`src/rtl/univ_sh_rgst.sv`:
```
// Universal shift register: parallel load, logical/arithmetic shifts and
// rotates in both directions. It also has a self-timed burst engine that
// shifts a latched count of positions, one bit per cycle, with a
// busy/done handshake.
module univ_sh_rgst #(
    parameter int W  = 8,
    parameter int AW = $clog2(W) + 1
) (
    input  logic          clk,
    input  logic          rst_b,
    input  logic [W-1:0]  d,
    input  logic [2:0]    op,
    input  logic          sin_r,
    input  logic          sin_l,
    input  logic          start,
    input  logic [AW-1:0] amt,
    input  logic          dir,
    output logic [W-1:0]  q,
    output logic          sout_r,
    output logic          sout_l,
    output logic          busy,
    output logic          done
);

    typedef enum logic [1:0] {
        ST_IDLE  = 2'b00,
        ST_BURST = 2'b01,
        ST_DONE  = 2'b10
    } state_t;

    localparam logic [2:0]    OP_HOLD = 3'b000;
    localparam logic [2:0]    OP_LOAD = 3'b001;
    localparam logic [2:0]    OP_SHR  = 3'b010;
    localparam logic [2:0]    OP_SHL  = 3'b011;
    localparam logic [2:0]    OP_ROR  = 3'b100;
    localparam logic [2:0]    OP_ROL  = 3'b101;
    localparam logic [2:0]    OP_ASHR = 3'b110;

    localparam logic [AW-1:0] REM_MAX  = AW'(W);
    localparam logic [AW-1:0] REM_ZERO = {AW{1'b0}};
    localparam logic [AW-1:0] REM_ONE  = {{(AW-1){1'b0}}, 1'b1};

    state_t        state_r;
    state_t        state_nxt_s;
    logic [AW-1:0] rem_r;
    logic [AW-1:0] rem_nxt_s;
    logic          dir_r;
    logic          dir_nxt_s;
    logic [W-1:0]  q_r;
    logic [W-1:0]  q_nxt_s;
    logic          sout_rgt_r;
    logic          sout_rgt_nxt_s;
    logic          sout_lft_r;
    logic          sout_lft_nxt_s;
    logic          busy_r;
    logic          busy_nxt_s;
    logic          done_r;
    logic          done_nxt_s;
    logic [AW-1:0] amt_clamp_s;
    logic          start_take_s;
    logic          op_take_s;

    // Saturate the requested burst length at the register width.
    assign amt_clamp_s  = (amt > REM_MAX) ? REM_MAX : amt;
    // start is only accepted in IDLE and then overrides op for that cycle.
    assign start_take_s = (state_r == ST_IDLE) && start;
    // Single-cycle ops are honoured in IDLE (without start) and in DONE.
    assign op_take_s    = ((state_r == ST_IDLE) && !start) || (state_r == ST_DONE);

    // State register.
    always_ff @(posedge clk or negedge rst_b) begin
        if (!rst_b) begin
            state_r <= ST_IDLE;
        end else begin
            state_r <= state_nxt_s;
        end
    end

    // Next-state logic of the burst FSM.
    always_comb begin
        state_nxt_s = ST_IDLE;
        case (state_r)
            ST_IDLE: begin
                if (start) begin
                    if (amt_clamp_s == REM_ZERO) begin
                        state_nxt_s = ST_DONE;
                    end else begin
                        state_nxt_s = ST_BURST;
                    end
                end else begin
                    state_nxt_s = ST_IDLE;
                end
            end
            ST_BURST: begin
                // <= instead of == so a corrupted zero count cannot trap the FSM.
                if (rem_r <= REM_ONE) begin
                    state_nxt_s = ST_DONE;
                end else begin
                    state_nxt_s = ST_BURST;
                end
            end
            ST_DONE: begin
                state_nxt_s = ST_IDLE;
            end
            default: begin
                state_nxt_s = ST_IDLE;
            end
        endcase
    end

    // Output decode from the next state so busy/done come straight from flops.
    always_comb begin
        busy_nxt_s = 1'b0;
        done_nxt_s = 1'b0;
        case (state_nxt_s)
            ST_BURST: begin
                busy_nxt_s = 1'b1;
                done_nxt_s = 1'b0;
            end
            ST_DONE: begin
                busy_nxt_s = 1'b0;
                done_nxt_s = 1'b1;
            end
            default: begin
                busy_nxt_s = 1'b0;
                done_nxt_s = 1'b0;
            end
        endcase
    end

    // Datapath: single-cycle ops, burst shifts and burst parameter capture.
    always_comb begin
        q_nxt_s        = q_r;
        sout_rgt_nxt_s = sout_rgt_r;
        sout_lft_nxt_s = sout_lft_r;
        rem_nxt_s      = rem_r;
        dir_nxt_s      = dir_r;
        if (start_take_s) begin
            rem_nxt_s = amt_clamp_s;
            dir_nxt_s = dir;
        end else if (state_r == ST_BURST) begin
            if (dir_r) begin
                q_nxt_s        = {q_r[W-2:0], sin_l};
                sout_lft_nxt_s = q_r[W-1];
            end else begin
                q_nxt_s        = {sin_r, q_r[W-1:1]};
                sout_rgt_nxt_s = q_r[0];
            end
            if (rem_r != REM_ZERO) begin
                rem_nxt_s = rem_r - REM_ONE;
            end else begin
                rem_nxt_s = REM_ZERO;
            end
        end else if (op_take_s) begin
            case (op)
                OP_HOLD: begin
                    q_nxt_s = q_r;
                end
                OP_LOAD: begin
                    q_nxt_s = d;
                end
                OP_SHR: begin
                    q_nxt_s        = {sin_r, q_r[W-1:1]};
                    sout_rgt_nxt_s = q_r[0];
                end
                OP_SHL: begin
                    q_nxt_s        = {q_r[W-2:0], sin_l};
                    sout_lft_nxt_s = q_r[W-1];
                end
                OP_ROR: begin
                    q_nxt_s        = {q_r[0], q_r[W-1:1]};
                    sout_rgt_nxt_s = q_r[0];
                end
                OP_ROL: begin
                    q_nxt_s        = {q_r[W-2:0], q_r[W-1]};
                    sout_lft_nxt_s = q_r[W-1];
                end
                OP_ASHR: begin
                    q_nxt_s        = {q_r[W-1], q_r[W-1:1]};
                    sout_rgt_nxt_s = q_r[0];
                end
                default: begin
                    q_nxt_s = q_r;
                end
            endcase
        end else begin
            q_nxt_s = q_r;
        end
    end

    // Datapath and handshake registers.
    always_ff @(posedge clk or negedge rst_b) begin
        if (!rst_b) begin
            q_r        <= {W{1'b0}};
            sout_rgt_r <= 1'b0;
            sout_lft_r <= 1'b0;
            rem_r      <= REM_ZERO;
            dir_r      <= 1'b0;
            busy_r     <= 1'b0;
            done_r     <= 1'b0;
        end else begin
            q_r        <= q_nxt_s;
            sout_rgt_r <= sout_rgt_nxt_s;
            sout_lft_r <= sout_lft_nxt_s;
            rem_r      <= rem_nxt_s;
            dir_r      <= dir_nxt_s;
            busy_r     <= busy_nxt_s;
            done_r     <= done_nxt_s;
        end
    end

    assign q      = q_r;
    assign sout_r = sout_rgt_r;
    assign sout_l = sout_lft_r;
    assign busy   = busy_r;
    assign done   = done_r;

endmodule

```
`config.mk`:
```
export PLATFORM = sky130hd
export DESIGN_NAME = univ_sh_rgst
export DESIGN_NICKNAME = d
export VERILOG_FILES = /design/src/rtl/univ_sh_rgst.sv
export SDC_FILE = /design/constraint.sdc
export NUM_CORES = 1
export LEC_CHECK = 0
export ABC_CLOCK_PERIOD_IN_PS = 3200
export BUFFER_PORTS_ARGS = -buffer_cell sky130_fd_sc_hd__buf_2
export CAP_MARGIN = 20
export CORE_MARGIN = 2
export CORE_UTILIZATION = 54
export DETAILED_ROUTE_END_ITERATION = 12
export PLACE_DENSITY = 0.8
export SYNTH_ARGS = -nofsm -noshare
export SYNTH_HDL_FRONTEND = slang
export SYNTH_SLANG_ARGS = --single-unit
```
`constraint.sdc`:
```
create_clock -name clk -period 3.2 [get_ports clk]
set_input_delay 0.16 -clock clk [delete_from_list [all_inputs] [get_ports clk]]
set_output_delay 0.16 -clock clk [all_outputs]
set_load 0.005 [all_outputs]
```
# Word-level counts from Yosys, hierarchy flattened
# Index checks and enable logic that the tools add are counted.
op_classes:
  n_lt_le_gt_ge: 2
  n_bitwise: 1
  muxes: 22
  eq_ne: 13
  n_reduce_logical: 19
  add_sub_neg: 1
ops:
  columns: ["op", "n"]
  rows:
  - ["case mux 8 bit (6 select lines)", 1]
  - ["2-to-1 mux 8 bit", 3]
  - ["2-to-1 mux 4 bit", 4]
  - ["AND reduction 4 bit", 3]
  - ["2-to-1 mux 1 bit", 10]
  - ["equality test 3 bit, second input constant", 3]
  - ["nonzero test 2 bit", 4]
  - ["nonzero test 7 bit", 1]
  - ["equality test 3 x 2 -> 1 bit, second input constant", 2]
  - ["2-to-1 mux 2 bit", 3]
  - ["inequality test 2 bit, second input constant", 3]
  - ["nonzero test 6 bit", 1]
  - ["equality test 2 x 1 -> 1 bit, second input constant", 2]
  - ["equality test 2 bit, second input constant", 2]
  - ["> comparator 4 bit, second input constant", 1]
  - ["less-or-equal comparator 4 x 1 -> 1 bit, second input constant", 1]
  - ["logical NOT 4 bit", 1]
  - ["case mux 2 bit (2 select lines)", 1]
  - ["nonzero test 4 bit", 1]
  - ["subtractor 4 x 1 -> 4 bit, second input constant", 1]
  - ["equality test 3 x 1 -> 1 bit, second input constant", 1]
  - ["AND reduction 3 bit", 1]
  - ["OR reduction 3 bit", 1]
  - ["logical AND 1 bit", 2]
  - ["5 further kinds", 5]
word_totals:
  reg_bits: 19
  output_inout_bits: 12

# Longest topological paths before layout
# Gate-level depths: netlist (run 1).
logic_depth:
  depth_word: 8
  mapped_depth: 6
  mapped_depth_nobuf: 4

# Least setup slack after synthesis (run 1)
# OpenSTA, ideal clock, no wires.
synth_path:
  kind: "register -> register"
  from: "register state_r[0]"
  to: "register q_r[1], in the netlist q[1]"
  t_required_ns: 3.105
  period_less_slack_ns: 1.649
  setup_slack_ns: 1.551
  arrival_time_ns: 1.554
  stages_incl_launch_ff: 6
  path_cell_list: "dfrtp_1 -> buf_6 -> and2_4 -> or4_4 -> buf_6 -> o31ai_1"
synth_between:
  elab_chain_len: 5
  word_cells_on_any_way: 11
  classes_between: "eq/ne: 2; mux: 1; bitwise: 1; reduce/logical: 7"
synth_lines:
  columns: ["item", "line_no", "rtl"]
  rows:
  - ["from (decl)", "43", "state_t state_r;"]
  - ["from (signal assigned)", "75", "state_r <= state_nxt_s;"]
  - ["logical NOT 2 bit", "66, 68", null]
  - ["logical AND 1 bit", "68", "assign op_take_s = ((state_r == ST_IDLE) && !start) || (state_r == ST_DONE);"]
  - ["logical OR 1 bit", "68", null]
  - ["nonzero test 2 bit (no line)", null, null]
  - ["AND reduction 3 bit (no line)", null, null]
  - ["to (signal assigned)", "194", "q_r <= {W{1'b0}};"]
  - ["to (signal assigned)", "202", "q_r <= q_nxt_s;"]
  - ["to (decl)", "49", "logic [W-1:0] q_r;"]
# Several ways; a longest one is shown, not always the timed one.
# A chain may end at the register's enable or synchronous reset.

# Final worst setup path (run 1)
layout_path:
  from: "register state_r[0]"
  to: "register q_r[0], in the netlist q[0]"
# The elaborated chain is that of the path after synthesis.

==> metrics.csv, run 1 <==
metric,value,unit
status,"complete, no violations",
htree_levels,1,
path_max_fanout,14,
synth_xor_area_share,0.632,%
hp-class,input port to flip-flop,
muxShareOfSynthArea,9.12,%
avgSynthCellArea,8.83,um2
ys_ff_latch,19,
wl_per_cell,14.6,um
cp.arrival,1.96,ns
track_usage,22.6,%
worstSetupPathType,flip-flop to flip-flop,
yosysTopAreaCell,dfrtp_1,
grt_pass1_wl,4.90,mm
hpwl,2.31,mm
gp_congestion,0.846,
grt_start_max_net_pins,21,
rsz0062_at_grt,false,
gr-total-overflow,0,
antenna_found_initial,0,
vias,1289,
synth-edff-count,0,
antenna_cells,0,
post-route-min-period,1.77,ns
p_leak,0.697,nW
yosysMostFrequentCell,dfrtp_1,
max_freq,563,MHz
synth_area,1390,um2
fin_skew,0.00173,ns
worst_setup_path_end_kind,flip-flop,
synth-seq-area-share,34.3,%
die_x,54.7,um
async_flop_share,100,%
ant_nets,0,
rows,18,
yosys.area_share.simple,24.2,%
cts_buffer_depth,2,
critical_path.startpoint_type,flip-flop,
clk_latency,0.28,ns
io_pins,33,
min_period_over_period,55.5,%
worstPathRequired,3.38,ns
pre_cts_slack,1.45,ns
setup_tns,0,ns
utilization,63.3,%
powerDensity,858,nW/um2
hold_violations,0,
fin_nets,203,
synth_cells,157,
yosys-top-cells-count,"dfrtp_1, nand2_1, a211oi_1, a21oi_1, nor2b_1",
drv_slew,0,
cts_tree,done,
initial_core_util,56.5,%
finalPower,0.00133,W
die_y,54.7,um
port_buffers,32,
drive_gt1_share,26.0,%
via_per_inst,6.11,
drt_iter0_drc,32,
ys_types,40,
synth_nets,178,
finalSetupViolCount,0,
postCtsResizedCells,0,
core,2450,um2
drt_first_pass_iters,4,
slew_headroom,62.1,%
synthAdderAreaFrac,0,%
vdd_drop_max,0.000547,V
synth-compound-area-share,25.5,%
numCtsBuffers,3,
clkSinkCount,19,
yosys_warnings,0,
drt-total-wl,3.09,mm
worst_slew_pin_slew,0.554,ns
grt_pass1_vias,1123,
synth_top_family_by_area,compound AO/OA/AOI/OAI gates,
whs,0.0987,ns
area_delta_synth_final,12.0,%
setup_slack,1.43,ns
cap_violations,0,
clkTransAtPathRegs,0.10,ns
root_buffer,clkbuf_4,
dieArea,2990,um2
synth_flop_cell,dfrtp_1,
post-route-drc-count,0,
yosys-top-cells-area,"dfrtp_1, a211oi_1, a2111oi_0, mux2i_1, o31ai_1",
yosysTopAreaCellShare,34.3,%
[state kept, by name, indices dropped and copies added (netlist names)]
| signal | count |
|---|---|
| q | 8 |
| rem_r | 4 |
| state_r | 2 |
| busy | 1 |
| dir_r | 1 |
| done | 1 |
| sout_l | 1 |
| sout_r | 1 |
[cell families (layout without fill, tap and decap cells)]
| family | count (synthesis) | in the layout |
|---|---|---|
| muxes | 12 | 12 |
| xor gates and xnor gates | 1 | 1 |
| DFF | 19 | 19 |
| buffers and inverters | 17 | 41 |
| and+or+nand+nor | 58 | 58 |
| AOI/OAI and AO/OA | 50 | 50 |
[cell type report]
type                    instances  area, um2
well taps                      30       37.5
flip-flops and latches         19        475
repair buffers                 34        178
clock buffers                   4       26.3
multi-input cells             121        825
inverters                       3       11.3
fillers                       217        902
[placed cells by master (no fill, tap or decap), drive strengths merged]
cell type    instances
o31ai                8
nor3                 3
nor2b                9
or2b                 3
nor4                 3
and2                 1
xor2                 1
clkbuf               4
o21bai               1
and3                 7
dfrtp               19
or3b                 1
o31a                 2
nand2               12
nand2b               1
a2111oi              8
inv                  3
a32oi                1
mux2                 5
nor3b                1
and4b                1
o21ba                1
and2b                2
nand3                2
a31oi                1
dlygate4sd3          1
a211oi              11
mux2i                7
a22oi                1
a21oi               10
nor2                 7
nor4b                1
or3                  1
or2                  1
o21ai                5
buf                 33
or4                  2
o41ai                1
[per-layer routing]
metal  GRT usage [%]  vias up  part of all wire, %
met5               0        -                    0
met1            30.3      595                   48
met4            9.17        0                  1.2
met3            1.64        4                  5.4
li1                -      646                    -
met2            37.5       44                   46
[critical path: stages (launching register included)]
cell	delay [ns]
dfrtp_1	0.56
and4b_2	0.28
or4_4	0.51
o31a_1	0.32
[per-stage QoR]
step / cell area [um2] / instances
after floorplan: 1390 / 157
after global placement: 1520 / 206
after detailed placement: 1520 / 206
after CTS: 1550 / 211
after global routing: 1550 / 211
final: 1550 / 211
[where the power goes]
part | total (W) | internal (W) | switching (W)
clock network | 0.000115 | 0.0000484 | 0.0000665
registers | 0.000544 | 0.000360 | 0.000184
logic | 0.000674 | 0.000353 | 0.000320
total | 0.00133 | 0.000762 | 0.000571
[repair_timing]
item | in CTS | in global routing
endpoints found under the hold margin | 19 | 0
hold buffers | 1 | 0
setup buffers | 0 | 0
[path summary, 6_finish.rpt]
| path | from | to | slack (ns) | cells after the start |
|---|---|---|---|---|
| max in group asynchronous | rst_b | q[1]$_DFFE_PN0P_ | 2.58 | 2 |
| min | dir | dir_r$_DFFE_PN0P_ | 0.1 | 2 |
| min in group asynchronous | rst_b | done$_DFF_PN0_ | 0.33 | 2 |
| min reg2reg | sout_l$_DFFE_PN0P_ | sout_l$_DFFE_PN0P_ | 0.51 | 1 |
| max | state_r[0]$_DFF_PN0_ | q[0]$_DFFE_PN0P_ | 1.43 | 3 |
| max reg2reg | state_r[0]$_DFF_PN0_ | q[0]$_DFFE_PN0P_ | 1.43 | 3 |
Power figures use the tool's default switching activity.
==> run 2: changes to the inputs <==
==> config.mk (replaced) <==
export PLATFORM = sky130hd
export DESIGN_NAME = univ_sh_rgst
export DESIGN_NICKNAME = d
export VERILOG_FILES = /design/src/rtl/univ_sh_rgst.sv
export SDC_FILE = /design/constraint.sdc
export NUM_CORES = 1
export LEC_CHECK = 0
export ABC_CLOCK_PERIOD_IN_PS = 1450
export BUFFER_PORTS_ARGS = -buffer_cell sky130_fd_sc_hd__buf_2
export CAP_MARGIN = 20
export CORE_MARGIN = 2
export CORE_UTILIZATION = 48
export DETAILED_ROUTE_END_ITERATION = 12
export PLACE_DENSITY = 0.75
export SYNTH_ARGS = -nofsm -noshare
export SYNTH_HDL_FRONTEND = slang
export SYNTH_SLANG_ARGS = --single-unit
==> constraint.sdc (replaced) <==
create_clock -name clk -period 1.45 [get_ports clk]
set_input_delay 0.0725 -clock clk [delete_from_list [all_inputs] [get_ports clk]]
set_output_delay 0.0725 -clock clk [all_outputs]
set_load 0.005 [all_outputs]
==> run 2 against run 1 <==
Effect of this change:
- the flow now finishes with violations (negative setup slack)
- via count grew 16%
- fmax grew 5.4%
- flip-flop and latch count is the same
- die area grew 12%
- hold slack lost 0.080 ns
- non-clock buffer count grew 32
- total power grew to 3.0 times the previous value
- sequential power grew 100%
- critical path depth grew 1
- clock skew grew 0.0020 ns
- design area grew 24%
- sequential share of layout area shrank 6.0 points
- critical path type unchanged
- largest cell class unchanged
==> metrics.csv, run 2 (same netlist as run 1, synthesis figures left out) <==
metric,value,unit,change
status,"finished, violations left",,
violations,negative setup slack,,
crit_buf_inv,1,,+1
via_per_inst,6.11,,about the same
drive_gt1_share,43.9,%,+18 points
min_period_over_period,116,%,+61 points
die_x,57.7,um,+5.6%
grt_pass1_wl,6.68,mm,+36%
post-route-drc-count,0,,unchanged
setup_tns,-2.05,ns,-2.05 ns
clk_latency,0.29,ns,about the same
worstSetupPathType,flip-flop to flip-flop,,
hpwl,2.68,mm,+16%
finalSetupViolCount,14,,+14
setup_slack,-0.234,ns,-1.66 ns
slew_headroom,59.3,%,-2.8 points
antenna_cells,0,,unchanged
grt_start_max_net_pins,20,,-4.8%
io_pins,33,,unchanged
htree_levels,1,,unchanged
drv_slew,0,,unchanged
drt-total-wl,4.14,mm,+34%
die_y,57.7,um,+5.6%
area_delta_synth_final,39.4,%,
whs,0.0190,ns,-0.0797 ns
seq_area,477,um2,+0.26%
cp.arrival,1.88,ns,-0.08 ns
worst_setup_path_end_kind,flip-flop,,
r2r-end,q[5]$_DFFE_PN0P_,,
max_freq,594,MHz,+5.4%
hp-class,input port to flip-flop,,
root_buffer,clkbuf_4,,
drt_first_pass_iters,4,,unchanged
cap_violations,0,,unchanged
reg2reg_depth,4,,+1
ant_nets,0,,unchanged
worst_slew_pin_slew,0.610,ns,+0.0552 ns
critical_path.startpoint_type,flip-flop,,
drt_iter0_drc,117,,+270%
gp_congestion,0.905,,+7.0%
layout_commonest_cell,buf_2,,
clkSinkCount,19,,unchanged
cts_tree,done,,
final_cell_mix,"buf_2, buf_4, dfrtp_1, nand2_1",,
hold_violations,0,,unchanged
antenna_found_initial,0,,unchanged
vias,1496,,+16%
grt_pass1_vias,1483,,+32%
port_buffers,32,,unchanged
crit_path_cell_trace,nor2b_1 > a2111oi_0 > buf_4 > o31ai_1,,
fin_skew,0.00370,ns,+0.00197 ns
cp_top_family,simple AND/OR/NAND/NOR gates,,
crit_end,q[5]$_DFFE_PN0P_,,
largest_reg_flops,8,,unchanged
wl_per_cell,16.9,um,+16%
numCtsBuffers,3,,unchanged
rows,19,,+1
clkTransAtPathRegs,0.10,ns,about the same
p_leak,0.893,nW,+28%
core,2760,um2,+12%
pre_cts_slack,-0.235,ns,-1.69 ns
gr-total-overflow,0,,unchanged
path_max_fanout,8,,-6
slowest_delay,0.54,ns,-0.02 ns
r2r_slack,-0.23,ns,-1.66 ns
powerDensity,2070,nW/um2,+140%
fin_nets,236,,+16%
track_usage,25.8,%,+3.2 points
nFillCells,218,,+0.46%
cts_buffer_depth,2,,unchanged
initial_core_util,50.3,%,-6.2 points
vdd_drop_max,0.00146,V,+170%
r2r_start,state_r[0]$_DFF_PN0_,,
post-route-min-period,1.68,ns,-0.0913 ns
worstPathRequired,1.65,ns,-1.73 ns
cp.depth,4,,+1
multi_input_area,923,um2,+12%
crit_start,state_r[0]$_DFF_PN0_,,
rsz0062_at_grt,true,,
dieArea,3330,um2,+12%
cp_slowest_cell,nor2b_1,,
==> run 2: cell types whose count changed in the layout (fill, tap and decap cells not counted), moves of 2 or more <==
cell / before / now
o31ai_2: 0 / 2
o21ai_0: 5 / 0
o21ai_1: 0 / 3
a211oi_1: 11 / 9
buf_6: 0 / 7
or4_4: 1 / 3
buf_4: 1 / 25
a2111oi_1: 0 / 3
a211oi_2: 0 / 2
a2111oi_0: 8 / 5
o21ai_2: 0 / 2
o31ai_1: 8 / 6
==> run 2: area by class of cell <==
cell class / count / area share [%]
inverters: 3 / 0.583
flip-flops and latches: 19 / 24.7
multi-input cells: 122 / 47.8
repair buffers: 66 / 23.6
clock buffers: 4 / 1.36
well taps: 31 / 2.01
==> run 2: repair_timing <==
action,in CTS,in global routing
hold buffers,1,0
gates cloned,1,0
setup buffers,5,2
hold endpoints to repair,19,0
endpoints found under the setup margin,14,15
resized for setup,20,13
pin swaps,2,2
==> run 2: stage by stage <==
step | cell area (um2) | std cells | power, W | util, %
CTS | 1880 | 243 | 0.00373 | 68.1
finish | 1930 | 245 | 0.00400 | 70.1
detailed placement | 1720 | 232 | 0.00312 | 62.3
global route | 1930 | 245 | 0.00424 | 70.1
floorplan | 1390 | 157 | 0.00230 | -
global placement | 1720 | 232 | 0.00303 | 62.3
==> run 2: where the power goes <==
part           total, W  switching [W]  internal [W]
Sequential      0.00109       0.000292      0.000799
Combinational   0.00264        0.00122       0.00142
Clock          0.000264       0.000157      0.000107
==> run 2: worst min path at each step <==
stage | start | to | slack (ns) | depth (start not counted)
global route | dir | dir_r$_DFFE_PN0P_ | 0.01 | 2
global placement | rst_b | state_r[1]$_DFF_PN0_ | 0.03 | 1
finish | dir | dir_r$_DFFE_PN0P_ | 0.02 | 2
CTS | amt[1] | rem_r[1]$_DFFE_PN0P_ | 0.0007 | 3
floorplan | rst_b | busy$_DFF_PN0_ | -0.22 | 0
detailed placement | rst_b | busy$_DFF_PN0_ | 0.03 | 1
==> run 2: layer usage <==
metal	wire length (um)	global-route usage, %	up-vias	part of all wire, %
met1	1700	32.0	711	41
met5	0	0	-	0
met2	2080	43.3	56	50
met3	231	3.57	14	5.6
met4	129	14.0	0	3.1
li1	-	-	715	-
